$ cat src/rtl/cpu_pkg.sv
// Shared definitions for the CPU memory-access path: transaction FSM encoding
// and the default address width / wait limit used by mem_access_unit.
package cpu_pkg;

  localparam int DATA_W         = 32;
  localparam int ADDR_W_DEF     = 9;
  localparam int WAIT_LIMIT_DEF = 15;

  typedef enum logic [1:0] {
    IDLE   = 2'd0,
    RD_REQ = 2'd1,
    WR_REQ = 2'd2,
    DONE   = 2'd3
  } mem_state_t;

endpackage

$ cat src/rtl/mdr_mar_regs.sv
// Memory address register and memory data register: two plain load-enabled
// registers with asynchronous active-low clear.
module mdr_mar_regs
  import cpu_pkg::*;
#(
  parameter int ADDR_W = ADDR_W_DEF
) (
  input  logic              clk,
  input  logic              clr_n,
  input  logic              mar_ld,
  input  logic [ADDR_W-1:0] mar_d,
  input  logic              mdr_ld,
  input  logic [DATA_W-1:0] mdr_d,
  output logic [ADDR_W-1:0] mar_q,
  output logic [DATA_W-1:0] mdr_q
);

  always_ff @(posedge clk or negedge clr_n) begin
    if (!clr_n) begin
      mar_q <= '0;
    end else if (mar_ld) begin
      mar_q <= mar_d;
    end
  end

  always_ff @(posedge clk or negedge clr_n) begin
    if (!clr_n) begin
      mdr_q <= '0;
    end else if (mdr_ld) begin
      mdr_q <= mdr_d;
    end
  end

endmodule

$ cat src/rtl/mem_access_unit.sv
// Memory access unit: MAR/MDR datapath plus a read/write transaction FSM with
// a bounded wait for the RAM handshake and a sticky timeout error flag.
module mem_access_unit
  import cpu_pkg::*;
#(
  parameter int ADDR_W     = ADDR_W_DEF,
  parameter int WAIT_LIMIT = WAIT_LIMIT_DEF
) (
  input  logic              clk,
  input  logic              clr_n,
  input  logic [DATA_W-1:0] BusMuxOut,
  input  logic              MARin,
  input  logic              MDRin,
  input  logic              Read,
  input  logic              Write,
  input  logic [DATA_W-1:0] mem_rdata,
  input  logic              mem_ready,
  output logic [ADDR_W-1:0] mem_addr,
  output logic [DATA_W-1:0] mem_wdata,
  output logic              mem_rd,
  output logic              mem_wr,
  output logic [DATA_W-1:0] BusMuxInMDR,
  output logic              busy,
  output logic              done,
  output logic              err
);

  localparam int CNT_W = $clog2(WAIT_LIMIT + 1);

  mem_state_t        state;
  mem_state_t        state_next;
  logic [CNT_W-1:0]  wait_cnt;
  logic              in_idle;
  logic              in_req;
  logic              rd_start;
  logic              start;
  logic              timeout;
  logic              mar_ld;
  logic              mdr_ld;
  logic [DATA_W-1:0] mdr_d;
  logic [ADDR_W-1:0] mar_q;
  logic [DATA_W-1:0] mdr_q;

  assign in_idle  = (state == IDLE);
  assign in_req   = (state == RD_REQ) || (state == WR_REQ);
  assign rd_start = in_idle && MDRin && Read;
  assign start    = rd_start || (in_idle && Write);
  // The final permitted wait cycle: the counter would reach WAIT_LIMIT at this edge.
  assign timeout  = in_req && !mem_ready && (wait_cnt == CNT_W'(WAIT_LIMIT - 1));

  assign mar_ld = in_idle && MARin;
  assign mdr_ld = (in_idle && MDRin && !Read) || ((state == RD_REQ) && mem_ready);
  assign mdr_d  = in_idle ? BusMuxOut : mem_rdata;

  mdr_mar_regs #(
    .ADDR_W(ADDR_W)
  ) u_regs (
    .clk    (clk),
    .clr_n  (clr_n),
    .mar_ld (mar_ld),
    .mar_d  (BusMuxOut[ADDR_W-1:0]),
    .mdr_ld (mdr_ld),
    .mdr_d  (mdr_d),
    .mar_q  (mar_q),
    .mdr_q  (mdr_q)
  );

  assign mem_addr    = mar_q;
  assign mem_wdata   = mdr_q;
  assign BusMuxInMDR = mdr_q;

  always_ff @(posedge clk or negedge clr_n) begin
    if (!clr_n) begin
      state <= IDLE;
    end else begin
      state <= state_next;
    end
  end

  always_comb begin
    state_next = state;
    case (state)
      IDLE: begin
        if (rd_start) begin
          state_next = RD_REQ;
        end else if (Write) begin
          state_next = WR_REQ;
        end
      end
      RD_REQ, WR_REQ: begin
        if (mem_ready || timeout) begin
          state_next = DONE;
        end
      end
      DONE: begin
        state_next = IDLE;
      end
      default: begin
        state_next = IDLE;
      end
    endcase
  end

  always_comb begin
    mem_rd = 1'b0;
    mem_wr = 1'b0;
    busy   = 1'b0;
    done   = 1'b0;
    case (state)
      RD_REQ: begin
        mem_rd = 1'b1;
        busy   = 1'b1;
      end
      WR_REQ: begin
        mem_wr = 1'b1;
        busy   = 1'b1;
      end
      DONE: begin
        busy = 1'b1;
        done = 1'b1;
      end
      default: begin
        busy = 1'b0;
      end
    endcase
  end

  always_ff @(posedge clk or negedge clr_n) begin
    if (!clr_n) begin
      wait_cnt <= '0;
    end else if (start) begin
      wait_cnt <= '0;
    end else if (in_req && !mem_ready) begin
      wait_cnt <= wait_cnt + CNT_W'(1);
    end
  end

  // err survives the return to IDLE so the control unit can inspect it later.
  always_ff @(posedge clk or negedge clr_n) begin
    if (!clr_n) begin
      err <= 1'b0;
    end else if (start) begin
      err <= 1'b0;
    end else if (timeout) begin
      err <= 1'b1;
    end
  end

endmodule
$ cat config.mk
export PLATFORM = sky130hd
export DESIGN_NAME = mem_access_unit
export DESIGN_NICKNAME = d
export VERILOG_FILES = /design/src/rtl/cpu_pkg.sv /design/src/rtl/mdr_mar_regs.sv /design/src/rtl/mem_access_unit.sv
export SDC_FILE = /design/constraint.sdc
export NUM_CORES = 1
export LEC_CHECK = 0
export ABC_AREA = 0
export CAP_MARGIN = 20
export CORE_AREA = 2 2 92 94
export DETAILED_ROUTE_END_ITERATION = 7
export DIE_AREA = 0 0 94 96
export HOLD_SLACK_MARGIN = 0.02
export PLACE_DENSITY = 0.76
export SYNTH_ARGS = -nofsm -noshare
export SYNTH_HDL_FRONTEND = slang
export SYNTH_SLANG_ARGS = --single-unit
$ cat constraint.sdc
create_clock -name clk -period 1.6 [get_ports clk]
set_input_delay 0.32 -clock clk [delete_from_list [all_inputs] [get_ports clk]]
set_output_delay 0.32 -clock clk [all_outputs]
set_load 0.02 [all_outputs]
After elaboration in Yosys (flattened, before gate mapping)
Index checks and enable logic that the tools add are counted.
W data, S select, Z words.
{"block": "classes", "add_sub_neg": 1, "n_eq_ne": 6, "n_mux": 13, "n_reduce_logical": 20}
{"op": "$mux W32", "count": 1}
{"op": "$logic_and A1 B1 Y1", "count": 8}
{"op": "$mux W4", "count": 2}
{"op": "$mux W1", "count": 6}
{"op": "$mux W2", "count": 3}
{"op": "$pmux W2 S3", "count": 1}
{"op": "$add A4 B1 Y4 const B", "count": 1}
{"op": "$eq A2 B2 Y1 const B", "count": 2}
{"op": "$eq A4 B4 Y1 const B", "count": 1}
{"op": "$logic_or A1 B1 Y1", "count": 4}
{"op": "$reduce_bool A2 Y1", "count": 2}
{"op": "$ne A3 B2 Y1 const B", "count": 1}
{"op": "$reduce_or A3 Y1", "count": 1}
{"op": "$eq A2 B1 Y1 const B", "count": 1}
{"op": "$logic_not A1 Y1", "count": 2}
{"op": "$logic_not A2 Y1", "count": 1}
{"op": "$ne A2 B2 Y1 const B", "count": 1}
{"op": "$reduce_and A2 Y1", "count": 1}
{"op": "$reduce_or A2 Y1", "count": 1}
{"block": "totals", "register_bits": 48, "out_inout_bits": 78, "wordCells": 45}

Depth between registers and ports, before layout
{"block": "logic_depth", "word_depth": 7, "ltp_mapped": 7}

Modules after synthesis
Synthesis repeated with hierarchy kept, for this count alone.
{"block": "unflattened", "hier_cells": 203, "hier_area_um2": 2776.4}
{"module": "mdr_mar_regs", "instances": 1, "cells_per_inst": 87, "area_per_inst_um2": 1676.6, "seq_area_each_um2": 1026.0}
{"module": "mem_access_unit", "instances": 1, "cells_per_inst": 116, "area_per_inst_um2": 1099.8, "seq_area_each_um2": 175.2}

Least setup slack after synthesis
No wires, ideal clock.
{"block": "synth_path", "path_kind": "flip-flop to flip-flop", "start": "reg state[0]", "end": "reg u_regs.mdr_q[10]", "arrival_time_ns": 1.481, "t_required_ns": 1.475, "setup_slack_ns": -0.006, "stages_incl_launch_ff": 7, "n_path_buf": 2, "synth_period_minus_slack_ns": 1.606, "cell_sequence": "dfrtp_1 inv_1 ha_1 buf_6 buf_8 mux2_4 mux2_4"}
{"block": "synth_via", "elab_chain_len": 4}
{"item": "from (decl)", "line_no": "mem_access_unit.sv:30", "source": "mem_state_t state;"}
{"item": "from (signal assigned)", "line_no": "mem_access_unit.sv:76", "source": "state <= state_next;"}
{"item": "$logic_not A2 Y1", "line_no": "mem_access_unit.sv:44", "source": "assign in_idle = (state == IDLE);"}
{"item": "$logic_and A1 B1 Y1 (2 in a row)", "line_no": "mem_access_unit.sv:52", "source": "assign mdr_ld = (in_idle && MDRin && !Read) || ((state == RD_REQ) && mem_ready);"}
{"item": "$logic_or A1 B1 Y1", "line_no": "mem_access_unit.sv:52"}
{"item": "to (signal assigned)", "line_no": "mdr_mar_regs.sv:30", "source": "mdr_q <= mdr_d;"}
{"item": "to (decl)", "line_no": "mdr_mar_regs.sv:15", "source": "output logic [DATA_W-1:0] mdr_q"}
Parallel ways exist; a longest one is shown, timed or not.
A chain may end at the register's enable or synchronous reset.

Worst setup path after layout
{"block": "layout_path", "start": "reg state[1]", "end": "reg u_regs.mdr_q[14]"}
The elaborated chain is that of the path after synthesis.

==> metrics.cfg <==
[drt]
dr_total_vias=2058
ant_nets=0
drc_errors=0
dr.pass1.iters=4
drt_iter0_markers=19
wirelength_mm=7.24
via_per_inst=4.56
routedWlPerCell_um=16.1

[timing]
period_needed_ps=1640
final.setup.tns_ps=-847
setup_viol=33
fmax_ghz=0.609
maxSlewHeadroom_pct=75.1
fin_worst_skew_ps=5.98
rsz0062_at_grt=true
tightest_slew_ps=372
hold_viol=0
slew_violations=0
finalCritPeriodShare_pct=103
fin_ws_ps=-41.7

[final_layout]
final_cell_mix=clkdlybuf4s50_1 (70), dlygate4sd2_1 (70), mux2_4 (63)
utilization_pct=57.6
diodes=0
layout-drive-gt1-share_pct=35.8
synthToLayoutAreaGrowth_pct=64.0
nets=422
finalNonFillerCells=451
ff_latch_area_sq_mm=0.00120
n_fill_cell=703
multi_input_area_sq_mm=0.00139

[outcome]
outcome=complete, but fails checks
violations=negative setup slack

[clock_tree]
clkLatencyLatePin_ps=300
clockBufferDepth=2
cts_sinks=48
cts.clk_slew.worst_paths_ps=90
cts_tree=built
cts-buffers-inserted=5
htreeDepth=2
cts_root_buf=clkbuf_8

[power_and_ir_drop]
p_leak_nw=2.20
irDropWorstVdd_mv=0.964
power_density_mw_per_mm2=2050
p_total_w=0.00951

[synthesis]
synth.distinct_cells=26
yosys_warnings=0
syn_inst=202
async_flop_share_pct=100
ys_seq_elements=48
syn_area_sq_mm=0.00283
seq_area_frac_synth_pct=42.5
syn_avg_cell_area_sq_um=14.0
syn_nets=279
ys.flop_type=dfrtp_1
synth-edff-count=0

[worst_setup_path]
worstSetupStartpointType=flip-flop
crit_type=flip-flop to flip-flop
slowest_stage=dfrtp_1
crit_chain=inv_2 -> ha_4 -> buf_12 -> buf_16 -> mux2_4 -> mux2_4
crit_top_cell=mux2_4
cpLargestDelayFamily=multiplexers
cp_num_buf_inv=3
crit_path_end_kind=flip-flop
worstPathRequired_ps=1790
max_stage_delay_ps=400
cp_max_fo=8
arrival_ps=1830

[die]
io_pins=149
chipHeight_um=96
rows=33
die_area_sq_mm=0.00902
coreArea_sq_mm=0.00805
die_w_um=94
start_util_pct=35.1

[worst_hold_path]
hold_class=input port to asynchronous set/reset pin

[place]
hpwl_mm=5.34
dp_cells=430
portBuffers=148
gp_congestion=0.737

[global_route]
grt_pass1_wl_mm=10.7
grt_pass1_vias=2140
track_usage_pct=15.5
antenna_found_initial=0
grt_start_max_net_pins=26
overflow=0

[run]
maxCapViolCount=0

-- report_power, final --
| part | leakage (nW) | internal [W] | switching [W] |
|---|---|---|---|
| clock network | 0.0552 | 0.000464 | 0.000404 |
| logic | 1.57 | 0.00345 | 0.00292 |
| registers | 0.574 | 0.00182 | 0.000446 |
-- flip-flops by register name, indices dropped and copies added (netlist names) --
signal and count:
err 1, state 2, u_regs.mar_q 9, u_regs.mdr_q 32, wait_cnt 4
-- metrics by stage --
step / area (sq um) / hold WS (ps) / setup slack (ps)
after CTS: 4530 / 359 / -58.7
after floorplan: 2830 / 24.4 / -3.85
final: 4640 / 366 / -41.7
after global routing: 4640 / 380 / -107
after detailed placement: 4270 / 146 / -225
after global placement: 4270 / 146 / -194
-- synthesized netlist by cell type, types with 2 or more instances --
| master | n | area, sq um |
|---|---|---|
| buf_4 | 32 | 240 |
| nor2_1 | 3 | 11.3 |
| a2bb2oi_1 | 2 | 17.5 |
| dfrtp_1 | 48 | 1200 |
| nand3_1 | 2 | 10.0 |
| ha_1 | 6 | 75.1 |
| mux2_4 | 50 | 751 |
| nand2_1 | 6 | 22.5 |
| mux2_2 | 23 | 259 |
| inv_1 | 4 | 15.0 |
| buf_6 | 5 | 56.3 |
| buf_8 | 2 | 30.0 |
| a21oi_1 | 5 | 25.0 |
| nand2b_1 | 2 | 12.5 |
-- timing repair --
action	in CTS	in global routing
setup buffers	5	1
pin swaps	2	3
hold buffers	1	0
endpoints found under the hold margin	4	0
endpoints found under the setup margin	115	37
cloned	5	1
gates resized for setup	105	18
-- metal layers --
metal,vias to the layer above,GRT usage (%),share of wire (%)
met5,-,0,0
met4,0,4.23,1.3
met3,11,3.29,6.4
met2,81,29.6,54
met1,1006,17.3,38
li1,960,-,-
-- logic make-up (layout without fill, tap and decap cells) --
group	after synthesis	after routing	synth area share, %
DFF	48	48	42.5
buffers and inverters	43	187	12.1
xor gates and xnor gates	1	1	0.310
AOI/OAI and AO/OA	13	13	3.45
and+or+nand+nor	17	17	2.92
adders and majority gates	6	6	2.66
muxes	74	74	36.1
-- layout make-up --
class | count | share of cell area, %
Timing Repair Buffer | 175 | 38.6
Inverter | 4 | 0.324
Sequential cell | 48 | 25.9
Clock inverter | 2 | 0.756
Tap cell | 105 | 2.83
Clock buffer | 6 | 1.57
Multi-Input combinational cell | 111 | 30.0
-- path summary, 6_finish.rpt --
check	startpoint	endpoint	slack, ps	depth (start not counted)
max reg2reg	state[1]$_DFFE_PN0P_	u_regs.mdr_q[14]$_DFFE_PN0P_	-40	6
min reg2reg	u_regs.mar_q[6]$_DFFE_PN0P_	u_regs.mar_q[6]$_DFFE_PN0P_	510	1
min	clr_n	err$_DFFE_PN0P_	370	2
max in group asynchronous	clr_n	u_regs.mdr_q[15]$_DFFE_PN0P_	700	3
max	state[1]$_DFFE_PN0P_	u_regs.mdr_q[14]$_DFFE_PN0P_	-40	6
min in group clk	u_regs.mar_q[6]$_DFFE_PN0P_	u_regs.mar_q[6]$_DFFE_PN0P_	510	1
Power figures use the tool's default switching activity.
==> RTL change 1, RTL diff (same flow settings) <==
The package constant `WAIT_LIMIT_DEF` goes from 15 to 17.
--- a/src/rtl/cpu_pkg.sv
+++ b/src/rtl/cpu_pkg.sv
@@ -4,7 +4,7 @@
 
   localparam int DATA_W         = 32;
   localparam int ADDR_W_DEF     = 9;
-  localparam int WAIT_LIMIT_DEF = 15;
+  localparam int WAIT_LIMIT_DEF = 17;
 
   typedef enum logic [1:0] {
     IDLE   = 2'd0,
Function: no difference found for any inputs over 10 cycles, from zero or initial values; that may be too few to reach the edited logic, so the function may still have changed.
==> RTL change 1 against the unedited design <==
The run still ends with setup timing left; design area fell by 4.7%; setup slack got worse by 0.017 ns; sequential cell count is 1 higher; area after synthesis shrank 1.9%; wire length decreased by 5.1%; power is 9.3% lower; non-clock buffer count is 6 lower; clock power up 4.3%; critical path type unchanged; largest cell class unchanged; largest power group unchanged; highest routed layer unchanged.
==> RTL change 1: results (changes against the unedited design) <==
The total routed wire length on the met1 layer was 2750 um (-1.2%); the tightest hold margin was 0.511 ns (+0.146 ns). The number of cells on the worst reg-to-reg path works out to 5 (-1). The non-clock buffer contribution to total cell area came out at 0.376 (-0.00948). The run gives 0.442 (+0.0171) as the sequential area share after synthesis. The via density per instance came out at 4.52 (-1.0%). Number of inserted filler cells in the final layout: 735 (+4.6%).

In the synthesized netlist, the cells that appear most often are dfrtp_1, mux2_2, buf_4. The sink count of the clock tree was 49 (+2.1%); the total internal power was 0.00516 W (-10%). The largest registers in the layout are u_regs.mdr_q (32), u_regs.mar_q (9), wait_cnt (5). The number of failing setup endpoints in the final timing report is 32 (-3.0%), and the global-route wire length before repair is 10200 um (-4.1%). The power of the combinational group came out at 0.00541 W (-15%). The flow ran to the end, but the final reports show violations. For the number of global-route vias before repair, the log shows 2085 (-2.6%). The path class of the tightest hold or removal check is reg2reg.

The area of all sequential standard cells was 0.00123 sq mm (+2.1%); the headroom to the max-slew limit was 0.751 (about the same). The global routing usage on met2 is 0.261 (-0.0345). The maximum vdd drop was 927 uV (-3.8%); the worst setup slack after layout was -0.0583 ns (-0.0166 ns). The inverter count is 6 (+2), and the global routing met3 resource utilization is 0.0399 (+0.00705). Combinational fraction of design power: 0.627 (-0.043). The clock skew came out at 0.00371 ns (-0.00227 ns). The fraction of final layout cells with drive strength greater than 1 is 0.329 (-0.0289). The checks that failed: setup timing. The leakage component of the power is 2.09 nW (-5.0%), and the number of library cell types mapped by synthesis is 28 (+7.7%). The worst flop-to-flop path endpoint was u_regs.mdr_q[31].

The first-iteration detailed-routing DRC count is 39 (+20), and the post-detailed-routing wire length is 6880 um (-5.1%).
[RTL change 1: cell count changes in the layout (fill, tap and decap cells not counted), moves of 3 or more]
cell,unedited run,this run
mux2_2,10,43
dlygate4sd2_1,70,65
buf_4,14,11
mux2_4,63,30
dlymetal6s2s_1,3,9
buf_16,7,0
[RTL change 1: metrics by stage]
step	std cells	util	setup slack (ns)	instance area [sq um]
floorplan	205	-	-0.00403	2820
global placement	434	0.529	-0.192	4260
detailed placement	434	0.529	-0.217	4260
CTS	445	0.534	-0.0906	4300
global route	448	0.549	-0.0847	4420
finish	448	0.549	-0.0583	4420
[RTL change 1: repair_timing]
action                                 CTS  global route
buffers inserted                         2             1
pin swaps                                1             2
cloned                                   0             2
hold buffers                             1             0
setup endpoints to repair              100            50
gates resized for setup                 80            15
endpoints found under the hold margin   20             0
[RTL change 1: cell families after synthesis]
kind of cell	synth area share
mux	0.344
fa+ha+maj	0.0316
compound gates	0.0257
xor+xnor	0.00632
buf+inv	0.117
flops	0.442
simple gates	0.0329
